==> src/rtl/hdmi_cfg_sequencer.sv <==
// Avalon-MM master that programs the HDMI generator control slave after a start pulse:
// gamma off, gamma LUT load, optional bitmap load, then vsync-aligned mode and gamma-enable writes.
module hdmi_cfg_sequencer #(
  parameter bit          FRAME_SYNC = 1'b1,
  parameter int unsigned VS_TIMEOUT = 2000000
) (
  input  logic        clk,
  input  logic        reset_n,
  input  logic        start,
  input  logic [2:0]  cfg_mode,
  input  logic        cfg_gamma_en,
  input  logic [1:0]  cfg_lut_sel,
  input  logic        cfg_bmp_en,
  output logic [3:0]  bmp_row_idx,
  input  logic [15:0] bmp_row_data,
  input  logic        vsync,
  output logic [2:0]  avm_address,
  output logic        avm_write,
  output logic [31:0] avm_writedata,
  input  logic        avm_waitrequest,
  output logic        busy,
  output logic        done,
  output logic        vs_timeout
);

  localparam int unsigned TMO_W = (VS_TIMEOUT > 1) ? $clog2(VS_TIMEOUT) : 1;

  localparam logic [2:0] A_MODE  = 3'd0;
  localparam logic [2:0] A_GAMMA = 3'd1;
  localparam logic [2:0] A_LUT_A = 3'd2;
  localparam logic [2:0] A_LUT_D = 3'd3;
  localparam logic [2:0] A_BMP_A = 3'd4;
  localparam logic [2:0] A_BMP_D = 3'd5;

  typedef enum logic [3:0] {
    S_IDLE, S_GOFF, S_LUT_A, S_LUT_D, S_BMP_A, S_BMP_D,
    S_WAIT_VS, S_SET_MODE, S_SET_GAMMA, S_DONE
  } state_t;

  state_t             state, state_nxt;
  logic [7:0]         lut_idx, lut_nxt;
  logic [3:0]         row_idx, row_nxt;
  logic [TMO_W-1:0]   tmo_cnt, tmo_nxt;
  logic               vsync_d;
  logic [2:0]         mode_q;
  logic               gamma_q;
  logic [1:0]         sel_q;
  logic               bmp_q;

  logic               accept, tmo_hit, wr_done, vs_edge;
  logic [2:0]         addr_nxt;
  logic [31:0]        data_nxt;
  logic               write_nxt, busy_nxt, done_nxt;
  logic [3:0]         idx_nxt;

  // Built-in gamma curves, indexed by LUT position.
  function automatic logic [7:0] lut_curve(input logic [1:0] sel, input logic [7:0] i);
    case (sel)
      2'd0:    return i;
      2'd1:    return 8'd255 - i;
      2'd2:    return {i[7:6], 6'd0};
      default: return 8'((16'(i) * 16'(i)) >> 8);
    endcase
  endfunction

  assign wr_done = avm_write & ~avm_waitrequest;
  assign vs_edge = vsync & ~vsync_d;

  always_comb begin
    state_nxt = state;
    lut_nxt   = lut_idx;
    row_nxt   = row_idx;
    tmo_nxt   = '0;
    accept    = 1'b0;
    tmo_hit   = 1'b0;
    case (state)
      S_IDLE: if (start) begin
        state_nxt = S_GOFF;
        lut_nxt   = '0;
        row_nxt   = '0;
        accept    = 1'b1;
      end
      S_GOFF:  if (wr_done) state_nxt = S_LUT_A;
      S_LUT_A: if (wr_done) state_nxt = S_LUT_D;
      S_LUT_D: if (wr_done) begin
        if (lut_idx == 8'hFF) begin
          state_nxt = bmp_q ? S_BMP_A : S_WAIT_VS;
        end else begin
          lut_nxt   = lut_idx + 8'd1;
          state_nxt = S_LUT_A;
        end
      end
      S_BMP_A: if (wr_done) state_nxt = S_BMP_D;
      S_BMP_D: if (wr_done) begin
        if (row_idx == 4'hF) begin
          state_nxt = S_WAIT_VS;
        end else begin
          row_nxt   = row_idx + 4'd1;
          state_nxt = S_BMP_A;
        end
      end
      // A vsync edge wins over a coincident timeout, so the flag only marks a genuine miss.
      S_WAIT_VS: begin
        if (!FRAME_SYNC || vs_edge) begin
          state_nxt = S_SET_MODE;
        end else if (tmo_cnt == TMO_W'(VS_TIMEOUT - 1)) begin
          state_nxt = S_SET_MODE;
          tmo_hit   = 1'b1;
        end else begin
          tmo_nxt = tmo_cnt + TMO_W'(1);
        end
      end
      S_SET_MODE:  if (wr_done) state_nxt = S_SET_GAMMA;
      S_SET_GAMMA: if (wr_done) state_nxt = S_DONE;
      S_DONE:      state_nxt = S_IDLE;
      default:     state_nxt = S_IDLE;
    endcase

    // Bus outputs are registered from the upcoming state, so they are stable while stalled.
    addr_nxt  = '0;
    data_nxt  = '0;
    write_nxt = 1'b0;
    busy_nxt  = 1'b0;
    done_nxt  = 1'b0;
    idx_nxt   = '0;
    case (state_nxt)
      S_GOFF: begin
        write_nxt = 1'b1; busy_nxt = 1'b1; addr_nxt = A_GAMMA;
      end
      S_LUT_A: begin
        write_nxt = 1'b1; busy_nxt = 1'b1; addr_nxt = A_LUT_A;
        data_nxt  = {24'd0, lut_nxt};
      end
      S_LUT_D: begin
        write_nxt = 1'b1; busy_nxt = 1'b1; addr_nxt = A_LUT_D;
        data_nxt  = {24'd0, lut_curve(sel_q, lut_nxt)};
      end
      S_BMP_A: begin
        write_nxt = 1'b1; busy_nxt = 1'b1; addr_nxt = A_BMP_A;
        data_nxt  = {28'd0, row_nxt};
        idx_nxt   = row_nxt;
      end
      // bmp_row_idx already equals row_nxt here, so bmp_row_data is the requested row.
      S_BMP_D: begin
        write_nxt = 1'b1; busy_nxt = 1'b1; addr_nxt = A_BMP_D;
        data_nxt  = {16'd0, bmp_row_data};
        idx_nxt   = row_nxt;
      end
      S_WAIT_VS: busy_nxt = 1'b1;
      S_SET_MODE: begin
        write_nxt = 1'b1; busy_nxt = 1'b1; addr_nxt = A_MODE;
        data_nxt  = {29'd0, mode_q};
      end
      S_SET_GAMMA: begin
        write_nxt = 1'b1; busy_nxt = 1'b1; addr_nxt = A_GAMMA;
        data_nxt  = {31'd0, gamma_q};
      end
      S_DONE:  done_nxt = 1'b1;
      default: ;
    endcase
  end

  always_ff @(posedge clk or negedge reset_n) begin
    if (!reset_n) begin
      state         <= S_IDLE;
      lut_idx       <= '0;
      row_idx       <= '0;
      tmo_cnt       <= '0;
      vsync_d       <= 1'b0;
      mode_q        <= '0;
      gamma_q       <= 1'b0;
      sel_q         <= '0;
      bmp_q         <= 1'b0;
      vs_timeout    <= 1'b0;
      avm_address   <= '0;
      avm_write     <= 1'b0;
      avm_writedata <= '0;
      busy          <= 1'b0;
      done          <= 1'b0;
      bmp_row_idx   <= '0;
    end else begin
      state         <= state_nxt;
      lut_idx       <= lut_nxt;
      row_idx       <= row_nxt;
      tmo_cnt       <= tmo_nxt;
      vsync_d       <= vsync;
      if (accept) begin
        mode_q  <= cfg_mode;
        gamma_q <= cfg_gamma_en;
        sel_q   <= cfg_lut_sel;
        bmp_q   <= cfg_bmp_en;
      end
      if (accept)       vs_timeout <= 1'b0;
      else if (tmo_hit) vs_timeout <= 1'b1;
      avm_address   <= addr_nxt;
      avm_write     <= write_nxt;
      avm_writedata <= data_nxt;
      busy          <= busy_nxt;
      done          <= done_nxt;
      bmp_row_idx   <= idx_nxt;
    end
  end

endmodule

==> config.mk <==
export PLATFORM = sky130hd
export DESIGN_NAME = hdmi_cfg_sequencer
export DESIGN_NICKNAME = d
export VERILOG_FILES = /design/src/rtl/hdmi_cfg_sequencer.sv
export SDC_FILE = /design/constraint.sdc
export NUM_CORES = 1
export LEC_CHECK = 0
export CORE_MARGIN = 5
export CORE_UTILIZATION = 51
export CTS_CLUSTER_SIZE = 16
export DETAILED_ROUTE_END_ITERATION = 8
export PLACE_DENSITY = 0.81
export RECOVER_POWER = 100
export SETUP_SLACK_MARGIN = 0.5
export SLEW_MARGIN = 5
export SYNTH_ARGS = -nofsm -noshare
export SYNTH_HDL_FRONTEND = slang
export SYNTH_SLANG_ARGS = --single-unit
==> constraint.sdc <==
create_clock -name clk -period 5.8 [get_ports clk]
set_input_delay 1.16 -clock clk [delete_from_list [all_inputs] [get_ports clk]]
set_output_delay 1.16 -clock clk [all_outputs]
set_load 0.1 [all_outputs]
# Word-level counts from Yosys, hierarchy flattened
# Index checks and enable logic that the tools add are counted.
[op_classes] mux=39 bitwise=4 add_sub_neg=4 n_eq_ne=22 reduce_logical=7 multipliers=1
[ops] operator="$pmux W16 S6" count=1
[ops] operator="$mux W21" count=3
[ops] operator="$mux W4" count=14
[ops] operator="$pmux W4 S9" count=1
[ops] operator="$eq A4 B3 Y1 const B" count=8
[ops] operator="$mux W8" count=3
[ops] operator="$pmux W8 S3" count=1
[ops] operator="$add A21 B1 Y21 const B" count=1
[ops] operator="$eq A21 B21 Y1 const B" count=1
[ops] operator="$eq A4 B2 Y1 const B" count=4
[ops] operator="$eq A4 B4 Y1 const B" count=4
[ops] operator="$mul A8 B8 Y16" count=1
[ops] operator="$pmux W8 S2" count=1
[ops] operator="$pmux W3 S5" count=1
[ops] operator="$mux W1" count=10
[ops] operator="$add A8 B1 Y8 const B" count=1
[ops] operator="$eq A4 B1 Y1 const B" count=2
[ops] operator="$eq A8 B8 Y1 const B" count=1
[ops] operator="$pmux W4 S2" count=1
[ops] operator="$reduce_or A8 Y1" count=1
[ops] operator="$sub A8 B8 Y8 const A" count=1
[ops] operator="$reduce_or A7 Y1" count=1
[ops] operator="$add A4 B1 Y4 const B" count=1
[ops] operator="$logic_not A4 Y1" count=1
[ops] operator="other kinds (9)" count=13
[totals] reg_bits=88 output_inout_bits=43 wordCells=93 input_bits=28

# Longest topological paths before layout
# Gate-level depths: netlist (run 1).
[depth] depth_word=7 ltp_mapped=27 mapped_depth_nobuf=25

# Worst setup path before layout (run 1)
# OpenSTA, ideal clock, no wires.
[synth_timing] kind="input port to flip-flop" start="input port avm_waitrequest" end="register avm_writedata[4]" required_time_ns=5.717 setup_ns=0.083 setup_slack_ns=-0.297 stages=24 path_buffers=2 t_arrival_ns=6.014 cell_sequence="nand2b_1 > clkbuf_1 > o31ai_1 > a21oi_1 > a311o_1 > clkbuf_1 > inv_1 > nand2_1 > fa_1 > inv_1 > fa_1 > fa_1 > inv_1 > fa_1 > inv_1 > ha_1 > o21ai_0 > nand2b_1 > nand2_1 > or2_2 > o211ai_1 > a21oi_1 > xor2_1 > o21ai_0"
[synth_between] elab_chain_cells=7
[synth_rtl] element="from (decl)" line_no="20" rtl="input logic avm_waitrequest,"
[synth_rtl] element="$not A1 Y1" line_no="66" rtl="assign wr_done = avm_write & ~avm_waitrequest;"
[synth_rtl] element="$and A1 B1 Y1" line_no="66"
[synth_rtl] element="$mux W8" line_no="85" rtl="S_LUT_D: if (wr_done) begin"
[synth_rtl] element="$pmux W8 S2" line_no="76" rtl="case (state)"
[synth_rtl] element="via lut_nxt[7]" line_no="41" rtl="logic [7:0] lut_idx, lut_nxt;"
[synth_rtl] element="$mul A8 B8 Y16" line_no="62" rtl="default: return 8'((16'(i) * 16'(i)) >> 8);"
[synth_rtl] element="$pmux W8 S3" line_no="58" rtl="case (sel)"
[synth_rtl] element="$pmux W16 S6" line_no="126" rtl="case (state_nxt)"
[synth_rtl] element="via data_nxt[4]" line_no="52" rtl="logic [31:0] data_nxt;"
[synth_rtl] element="to (signal assigned)" line_no="197" rtl="avm_writedata <= data_nxt;"
[synth_rtl] element="to (decl)" line_no="19" rtl="output logic [31:0] avm_writedata,"
# The timed path passes the listed nets, and every way through them passes these cells.
# A chain may end at the register's enable or synchronous reset.

# Worst setup path in the final report (run 1)
[layout_timing] start="input port start" end="register avm_writedata[4]"
[layout_between] elab_chain_cells=5
[layout_rtl] element="from (decl)" line_no="9" rtl="input logic start,"
[layout_rtl] element="$mux W8" line_no="77" rtl="S_IDLE: if (start) begin"
[layout_rtl] element="$pmux W8 S2" line_no="76"
[layout_rtl] element="via lut_nxt[5]" line_no="41"
[layout_rtl] element="$mul A8 B8 Y16" line_no="62"
[layout_rtl] element="$pmux W8 S3" line_no="58"
[layout_rtl] element="$pmux W16 S6" line_no="126"
[layout_rtl] element="via data_nxt[4]" line_no="52"
# The timed path passes the listed nets, and every way through them passes these cells.

==> impl_results.md, run 1 <==
* RSZ-0062 raised after global routing: true
* Final #Nets at 779
* CP Launch Type: input pin
* Fmax achieved at 178 MHz
* DRT antenna net count at 0
* Placed standard-cell area at 6390 um2
* Post-Route Utilization at 0.675
* Largest family of logic cells by synthesized area: simple AND/OR/NAND/NOR gates
* Global route overflow at 0
* Max-slew headroom at -1.53
* Synth Instances at 576
* Worst Hold Depth at 2
* Die height at ~110 um
* Number of cell rows at 37
* Antenna diodes at 0
* CTS Buffer Depth at 2
* Initial antenna violation count at 0
* Wire per inst at 16.1 um
* Final worst-path cycle share at 0.971
* RD Place Congestion at 0.954
* Sequential area share after synthesis at 0.345
* Largest net degree at the start of global routing at 73
* Asr flop ratio synth at 1.00
* Worst Tran Pin Value at 3790 ps
* Hold_ws at 486 ps
* CP required at approximately 6000 ps
* CTS Sinks at just over 70
* Unique masters post-synth at 72
* Area delta synth->final at 31.1%
* Cells on worst reg2reg path at 21
* Synth Area in Adders at 0.159
* Most common cell after layout, fill and taps aside: dfrtp_1
* Status: finished, violations left
* PortBufs at 54
* Fin. Hold Viols at 0
* Syn avg cell area at 9.07 um2
* Final setup fails at 0
* Fillers at 766
* Post-synth EDFFs at 0
* R2R Path End: avm_writedata[4]$_DFF_PN0_
* Crit path max fanout at 5
* Reg clk slew, reported paths at 80 ps
* DRT Pass-1 Iters at 5
* Worst path most repeated cell: fa_1
* GRT Util Overall at 0.216
* I/O pin cnt at 71
* Routed wire length at between 10,000 and 15,000 um
* HPWL Detailed at 9480 um
* Post-synthesis simple-gate area fraction at 0.230
* Setup crit end kind: flop
* Post-synth top flop: dfrtp_1
* Worst VDD drop at 0.000385 V
* Data arrival time of the critical path at 5860 ps
* Via count at 4,609
* Leading cell types in the layout, fill and taps excluded: dfrtp_1 (72), buf_4 (68), nand2_1 (64)
* Vias in the first global route at 4,728
* Maxcap violations at 1
* R2R setup slack at 240 ps
* Cts bufs inserted at 9
* Hold_sp: mode_q[1]$_DFFE_PN0P_
* Cts hold-fix bufs at 0
* Leakage power at ~3.3 nW
* XOR/XNOR Fraction of Synth Area at 0.0470
* Synth Cell Area at between 5000 and 6000 um2
* First-pass GRT wire length at 22,200 um
* DR iter-0 viols at 281
* Worst-Skew Late Latency at between 300 and 400 ps
* Layout cells sized above 1 at 0.225
* CTS tree: yes
* Final instance area at 6850 um2
* Synth Area in Compound Gates at 0.120
* Post-route DRC at 0
* Post-synthesis mux area share at 0.0144
* Total Power at 0.00217 W
* Failing checks: max-capacitance violations, max-slew violations
* Slowest-stage cell, CP: or4_4
* Fin Setup TNS at 0 ps
* Power density over cell area at around 320 nW/um2
* Yosys warning count at 0
* Hold/Removal Path Class: reg2reg
* Max-slew violations at 73
* Die X at between 100 and 150 um
* CTS H-tree depth at 3
* Launch point of the worst reg-to-reg path: lut_idx[2]$_DFF_PN0_
* Clock root cell: clkbuf_8
* Core ar. at 10,100 um2
* Crit path cell chain: buf_4 -> nand2b_1 -> or4_4 -> buf_6 -> o221ai_4 -> clkbuf_1 -> inv_2 -> nand2_1 -> fa_1 -> inv_2 -> fa_1 -> fa_1 -> inv_1 -> fa_1 -> inv_2 -> ha_4 -> o21ai_2 -> nand2b_1 -> nand2_2 -> or2_4 -> o211ai_1 -> a21oi_2 -> xor2_1 -> o21ai_1
* Starting Density at 0.515
* Vias per std cell at 5.49
* Hold Path End: mode_q[1]$_DFFE_PN0P_
* Clock Skew at 11.6 ps
* Die area at 12,400 um2
* Max incr delay on CP at 600 ps
* Crit Path Class: in2reg
* Post-synthesis sequential element count at between 70 and 80
* Minimum clock period at 5630 ps
[per-stage QoR]
stage                     setup slack, ps  cells
final                                 167    839
after global placement               -541    805
after global routing                 1.80    839
after CTS                             209    827
after detailed placement             -682    805
after floorplan                       205    591
[cell usage after synthesis (7+ instances only)]
| library cell | n | area [um2] |
|---|---|---|
| dfrtp_1 | 72 | 1800 |
| nor3_1 | 10 | 50.1 |
| xnor2_1 | 15 | 131 |
| and2_1 | 12 | 75.1 |
| clkbuf_1 | 15 | 56.3 |
| nand4_1 | 7 | 43.8 |
| buf_4 | 16 | 120 |
| o21ai_0 | 12 | 60.1 |
| nand2_1 | 67 | 251 |
| xor2_1 | 13 | 114 |
| nor2_1 | 65 | 244 |
| inv_1 | 55 | 206 |
| fa_1 | 22 | 440 |
| nand3_1 | 19 | 95.1 |
| ha_1 | 31 | 388 |
| a21oi_1 | 28 | 140 |
[report_power, final]
| group | total [W] | internal, W | switching [W] |
|---|---|---|---|
| Combinational | 0.00104 | 0.000395 | 0.000644 |
| Clock | 0.000485 | 0.000286 | 0.000199 |
| Sequential | 0.000644 | 0.000565 | 0.0000792 |
| Total | 0.00217 | 0.00125 | 0.000922 |
[how the worst max path moves through the flow]
| stage | start | depth (start not counted) | endpoint | slack, ps |
|---|---|---|---|---|
| after floorplan | avm_waitrequest | 24 | avm_writedata[4]$_DFF_PN0_ | 200 |
| after detailed placement | avm_waitrequest | 24 | avm_writedata[4]$_DFF_PN0_ | -680 |
| after CTS | avm_waitrequest | 22 | avm_writedata[4]$_DFF_PN0_ | 210 |
| after global routing | avm_waitrequest | 22 | avm_writedata[4]$_DFF_PN0_ | 2 |
| final | start | 24 | avm_writedata[4]$_DFF_PN0_ | 170 |
| after global placement | avm_waitrequest | 24 | avm_writedata[4]$_DFF_PN0_ | -540 |
[registers in the layout, summed over array words and instances (netlist names)]
name           count
avm_address        3
avm_write          1
avm_writedata     16
bmp_q              1
bmp_row_idx        4
busy               1
done               1
gamma_q            1
lut_idx            8
mode_q             3
row_idx            4
sel_q              2
state              4
tmo_cnt           21
vs_timeout         1
vsync_d            1
[cell families after synthesis]
group | after synthesis
flops | 72
mux | 7
buf+inv | 95
xor+xnor | 28
compound gates | 88
fa+ha+maj | 53
other cells | 1
simple gates | 232
[repair_timing]
| item | 4_1_cts | 5_1_grt |
|---|---|---|
| setup buffers | 6 | 12 |
| setup endpoints to repair | 8 | 8 |
| pin swaps | 22 | 37 |
| resized for setup | 21 | 34 |
[metal layers]
layer / track usage / wire length [um]
met5: 0 / 0
met4: 0.0714 / 276
met3: 0.0377 / 705
met2: 0.370 / 6970
met1: 0.275 / 5590
[area by class of cell]
class,instances,area (um2),area share
clock inverters,7,120,0.0175
flip-flops and latches,72,1800,0.263
multi-input cells,424,3270,0.477
inverters,57,224,0.0327
well taps,136,170,0.0249
repair buffers,134,1140,0.166
clock buffers,9,124,0.0181
[worst max-delay path: cells and delay by family]
family / cells / cell delay, ps
compound gates: 5 / 520
xor+xnor: 1 / 190
fa+ha+maj: 5 / 2090
buf+inv: 7 / 670
simple gates: 6 / 1230
No activity file was read; power rests on OpenSTA's default activity.
==> inputs of run 2 (changes only) <==
Settings changed: CORE_UTILIZATION 51 to 60, PLACE_DENSITY 0.81 to 0.89.
Clock period 5.8 ns to 6.7 ns, I/O delays scaled along.
==> run 2 against run 1 <==
Effect of this change: the run still ends with max-capacitance violations, max-slew violations left; critical path depth down 2; wire length down 1.9%; die area down 14%; sequential cell count unchanged; count of clock-buffer cells in the layout up 4; setup slack better by 340 ps; sequential share of layout area up 2.8 points; utilization up 4.5 points; clock power down 28%; combinational power down 23%; non-clock buffer count down 47; critical path type unchanged.
==> impl_results.md, run 2 (synthesized netlist as in run 1, its figures left out) <==
* CP required at 6960 ps
* Clock root cell: clkbuf_8
* CTS Sinks at 72
* Cts bufs inserted at 9
* Layout cells sized above 1 at 0.113
* Biggest register: tmo_cnt
* Crit Path Class: in2reg
* Die X at 103 um
* Core ar. at roughly 8600 um2
* Max incr delay on CP at 520 ps
* HPWL Detailed at ~9700 um
* Cts hold-fix bufs at 0
* Fillers at around 630
* Power density over cell area at about 270 nW/um2
* RSZ-0062 raised after global routing: false
* Crit path max fanout at 5
* Worst-Skew Late Latency at around 340 ps
* Leakage power at 2.97 nW
* Fin. Hold Viols at 0
* Worst path most repeated cell: xnor2_1
* RD Place Congestion at 0.863
* Starting Density at 0.608
* CTS Buffer Depth at 2
* Status: finished, violations left
* Total Power at 0.00169 W
* DRT Pass-1 Iters at 5
* Post-route DRC at 0
* I/O pin cnt at between 70 and 80
* Placed cell count at 740
* Minimum clock period at 6190 ps
* PortBufs at 54
* Number of cell rows at 34
* Failing checks: max-capacitance violations, max-slew violations
* DR iter-0 viols at between 300 and 400
* Area delta synth->final at 18.5%
* Via count at ~4.5k
* Final worst-path cycle share at 0.924
* Antenna diodes at 0
* Die height at 103 um
* Hold/Removal Path Class: reg2reg
* Data arrival time of the critical path at 6460 ps
* Post-Route Utilization at 0.720
* Leading cell types in the layout, fill and taps excluded: dfrtp_1 (72), nand2_1 (65), nor2_1 (63)
* Fmax achieved at 161 MHz
* Max-slew violations at 73
* CTS tree: yes
* Largest net degree at the start of global routing at 73
* GRT Util Overall at 0.262
* Max-slew headroom at -1.50
* Most common cell after layout, fill and taps aside: dfrtp_1
* Final #Nets at between 700 and 800
* First-pass GRT wire length at 21,800 um
* Reg clk slew, reported paths at roughly 80 ps
* Worst Tran Pin Value at 3750 ps
* CP Launch Type: input pin
* Setup crit end kind: flop
* Slowest-stage cell, CP: or4b_1
* Clock Skew at roughly 8.8 ps
* Hold_ws at roughly 480 ps
* Final non-filler cell total at 764
* Top Registers: tmo_cnt (21), avm_writedata (16), lut_idx (8)
* Worst VDD drop at 0.000370 V
* CTS H-tree depth at 3
* Global route overflow at 0
* Initial antenna violation count at 0
* Max FFs per register at 21
* Crit path cell chain: clkbuf_1 -> nand2b_1 -> buf_6 -> nor4_1 -> o22ai_2 -> nor2_1 -> inv_2 -> nand2_1 -> xnor2_1 -> ha_1 -> xnor2_1 -> xnor2_1 -> fa_1 -> fa_1 -> ha_1 -> nand4_1 -> nor2_1 -> o211ai_4 -> a21boi_2 -> nor3_1 -> or4b_1 -> a21oi_1
* Cells on worst reg2reg path at 21
* Routed wire length at about 13,000 um
* DRT antenna net count at 0
* Vias in the first global route at 4,732
* Die area at 10,700 um2
* Wire per inst at around 17 um
* Vias per std cell at 5.90
* Final setup fails at 0
* Worst Hold Depth at 2
* Maxcap violations at 1
-- run 2: where the power goes --
part / internal [W] / switching, W
clock: 0.000192 / 0.000157
combinational: 0.000267 / 0.000528
sequential: 0.000489 / 0.0000613
total: 0.000948 / 0.000746
-- run 2: timing repair --
item | CTS | global route
setup endpoints to repair | 7 | 7
pin swaps | 5 | 13
setup buffers | 3 | 5
resized for setup | 8 | 31
gates cloned | 0 | 0
-- run 2: stage by stage --
step                setup WS (ps)  cell area, um2  TNS (ps)
floorplan                     503            5300         0
global placement              126            5920         0
detailed placement          -80.7            5920      -110
CTS                           615            6170         0
global route                  165            6190         0
finish                        507            6190         0
-- run 2: worst paths after layout --
check | start | to | slack (ps)
min in group asynchronous | reset_n | tmo_cnt[9]$_DFF_PN0_ | 2380
max in group asynchronous | reset_n | avm_writedata[1]$_DFF_PN0_ | 2220
min | mode_q[2]$_DFFE_PN0P_ | mode_q[2]$_DFFE_PN0P_ | 480
max reg2reg | state[1]$_DFF_PN0_ | avm_writedata[1]$_DFF_PN0_ | 910
min reg2reg | mode_q[2]$_DFFE_PN0P_ | mode_q[2]$_DFFE_PN0P_ | 480
max | start | avm_writedata[1]$_DFF_PN0_ | 510
-- run 2: final cells by class --
| cell class | instances | area, um2 | share of cell area |
|---|---|---|---|
| clock buffers | 13 | 159 | 0.0257 |
| clock inverters | 3 | 40.0 | 0.00647 |
| inverters | 57 | 219 | 0.0354 |
| multi-input cells | 424 | 3070 | 0.496 |
| flip-flops and latches | 72 | 1800 | 0.291 |
| well taps | 108 | 135 | 0.0218 |
| repair buffers | 87 | 763 | 0.123 |
-- run 2: per-layer routing --
layer / global-route usage / vias to the layer above / share of wire
li1: - / 2082 / -
met1: 0.305 / 2182 / 0.39
met2: 0.475 / 213 / 0.52
met3: 0.0510 / 32 / 0.069
met4: 0.104 / 0 / 0.021
met5: 0 / - / 0
-- run 2: worst max-delay path, delay by kind of cell --
| kind | cells | cell delay [ps] |
|---|---|---|
| AO/OA/AOI/OAI | 4 | 750 |
| XOR/XNOR | 3 | 570 |
| adder cells (fa/ha/maj) | 4 | 1570 |
| buffers and inverters | 3 | 370 |
| AND/OR/NAND/NOR | 8 | 1840 |
==> inputs of run 3 (changes only) <==
Settings changed: CELL_PAD_IN_SITES_DETAIL_PLACEMENT set to 1, CELL_PAD_IN_SITES_GLOBAL_PLACEMENT set to 1, CORE_UTILIZATION 60 to 46.
==> run 3 against run 2 <==
Effect of this change: the run still ends with max-capacitance violations, max-slew violations left; count of clock-buffer cells in the layout fell by 3; wire length increased by 21%; clock skew rose by 1.1 ps; clock power rose by 54%; die area grew 27%; total power increased by 16%; sequential power rose by 2%; combinational power increased by 9.8%.
==> impl_results.md, run 3 (synthesized netlist as in run 1, its figures left out) <==
* Failing checks: max-capacitance violations, max-slew violations
* Max-slew headroom at -1.56
* DRT antenna net count at 0
* HPWL Detailed at 11,200 um
* RSZ-0062 raised after global routing: false
* CTS Buffer Depth at 2
* Post-route DRC at 0
* Minimum clock period at 6210 ps
* Worst-Skew Late Latency at 340 ps
* Crit path max fanout at 4
* Worst VDD drop at 0.000352 V
* Core ar. at 11,300 um2
* Vias per std cell at about 5.6
* Leading cell types in the layout, fill and taps excluded: dfrtp_1 (72), nand2_1 (67), nor2_1 (62)
* Reg clk slew, reported paths at 60 ps
* Most common cell after layout, fill and taps aside: dfrtp_1
* Die area at approximately 14,000 um2
* Cts hold-fix bufs at 0
* DRT Pass-1 Iters at 4
* Global route overflow at 0
* Data arrival time of the critical path at 6460 ps
* Via count at roughly 4.5k
* Antenna diodes at 0
* Power density over cell area at 305 nW/um2
* CTS H-tree depth at 3
* Routed wire length at 16,100 um
* DR iter-0 viols at between 200 and 250
* Vias in the first global route at about 5.2k
* Final #Nets at 745
* I/O pin cnt at 71
* Place WS at -281 ps
* Layout cells sized above 1 at 0.127
* CP Buf/Inv Count at 5
* Hold/Removal Path Class: reg2reg
* PortBufs at 54
* Largest net degree at the start of global routing at 73
* Setup ws final at 488 ps
* Fin. Hold Viols at 0
* Max incr delay on CP at 570 ps
* Final instance area at 6450 um2
* Crit Path Class: in2reg
* Placed standard-cell area at 6060 um2
* Top delay family on crit path: adder cells
* Worst Tran Pin Value at 3840 ps
* Max FFs per register at 21
* CTS tree: yes
* Fmax achieved at between 150 and 200 MHz
* Crit path cell chain: dlygate4sd2_1 -> nand2b_1 -> nor4_4 -> clkbuf_4 -> nor3_1 -> inv_1 -> nor2_1 -> inv_1 -> fa_1 -> fa_1 -> fa_1 -> fa_1 -> inv_1 -> ha_1 -> o21ai_0 -> nand2b_1 -> nand2_1 -> or2_2 -> o211ai_1 -> xor2_1 -> nand2_1 -> o211ai_1
* Biggest register: tmo_cnt
* Slowest-stage cell, CP: fa_1
* Number of cell rows at 39
* Top Registers: tmo_cnt (21), avm_writedata (16), lut_idx (8)
* Maxcap violations at 2
* Wire per inst at 19.8 um
* CTS Sinks at 72
* CP Launch Type: input pin
* Final setup fails at 0
* Clock root cell: clkbuf_16
* Clock Skew at between 9 and 10 ps
* Area delta synth->final at 23.6%
* CP required at between 6000 and 7000 ps
* Initial antenna violation count at 0
* Status: finished, violations left
* Hold_ws at 481 ps
* Leakage power at 3.11 nW
* Starting Density at 0.463
* Max-slew violations at 86
* Setup crit end kind: flop
* Die X at about 120 um
* Die height at 117 um
* RD Place Congestion at 0.902
* Cts bufs inserted at 9
* Fillers at ~1.3k
* Final worst-path cycle share at 0.927
* First-pass GRT wire length at approximately 27,000 um
* Worst path most repeated cell: fa_1
* Total Power at between 0.0015 and 0.002 W
* Placed cell count at 788
* Final non-filler cell total at 812
* GRT Util Overall at 0.253
run 3: per-stage QoR:
step	TNS (ps)	util
detailed placement	-1080	0.538
CTS	0	0.580
floorplan	0	-
global placement	-50.2	0.538
finish	0	0.573
global route	0	0.573
run 3: final timing paths:
kind / start / to / slack (ps) / cells past startpoint
worst max-delay path: start / avm_writedata[3]$_DFF_PN0_ / 490 / 22
worst min-delay path: mode_q[1]$_DFFE_PN0P_ / mode_q[1]$_DFFE_PN0P_ / 480 / 2
worst max register to register: lut_idx[1]$_DFF_PN0_ / avm_writedata[3]$_DFF_PN0_ / 790 / 22
worst min register to register: mode_q[1]$_DFFE_PN0P_ / mode_q[1]$_DFFE_PN0P_ / 480 / 2
max in group asynchronous: reset_n / lut_idx[4]$_DFF_PN0_ / 2120 / 2
min in group asynchronous: reset_n / tmo_cnt[2]$_DFF_PN0_ / 2440 / 2
run 3: layout make-up:
class,count,area [um2],area share
Clock buffer,10,239,0.0370
Inverter,57,219,0.0339
Timing Repair Buffer,100,852,0.132
Tap cell,143,179,0.0277
Multi-Input combinational cell,424,3070,0.476
Sequential cell,72,1800,0.279
Clock inverter,6,92.6,0.0143
run 3: tightest hold or removal path: stages (launching register included):
cell and delay [ps]:
dfrtp_1 350, nand2_1 50, nand2_1 50
run 3: repair_timing:
item / 4_1_cts / 5_1_grt
gates resized for setup: 22 / 12
gates cloned: 0 / 0
endpoints found under the setup margin: 8 / 7
pin swaps: 9 / 6
setup buffers: 7 / 1
run 3: report_power, final:
| group | internal, W | switching (W) |
|---|---|---|
| registers | 0.000489 | 0.0000720 |
| logic | 0.000304 | 0.000570 |
| clock network | 0.000337 | 0.000198 |
run 3: per-layer routing:
| metal | part of all wire | wire (um) | track usage | up-vias |
|---|---|---|---|---|
| met5 | 0 | 0 | 0 | - |
| met4 | 0.025 | 405 | 0.0902 | 0 |
| met3 | 0.039 | 624 | 0.0446 | 39 |
| met2 | 0.53 | 8560 | 0.463 | 121 |
| met1 | 0.40 | 6480 | 0.297 | 2278 |
| li1 | - | - | - | 2098 |
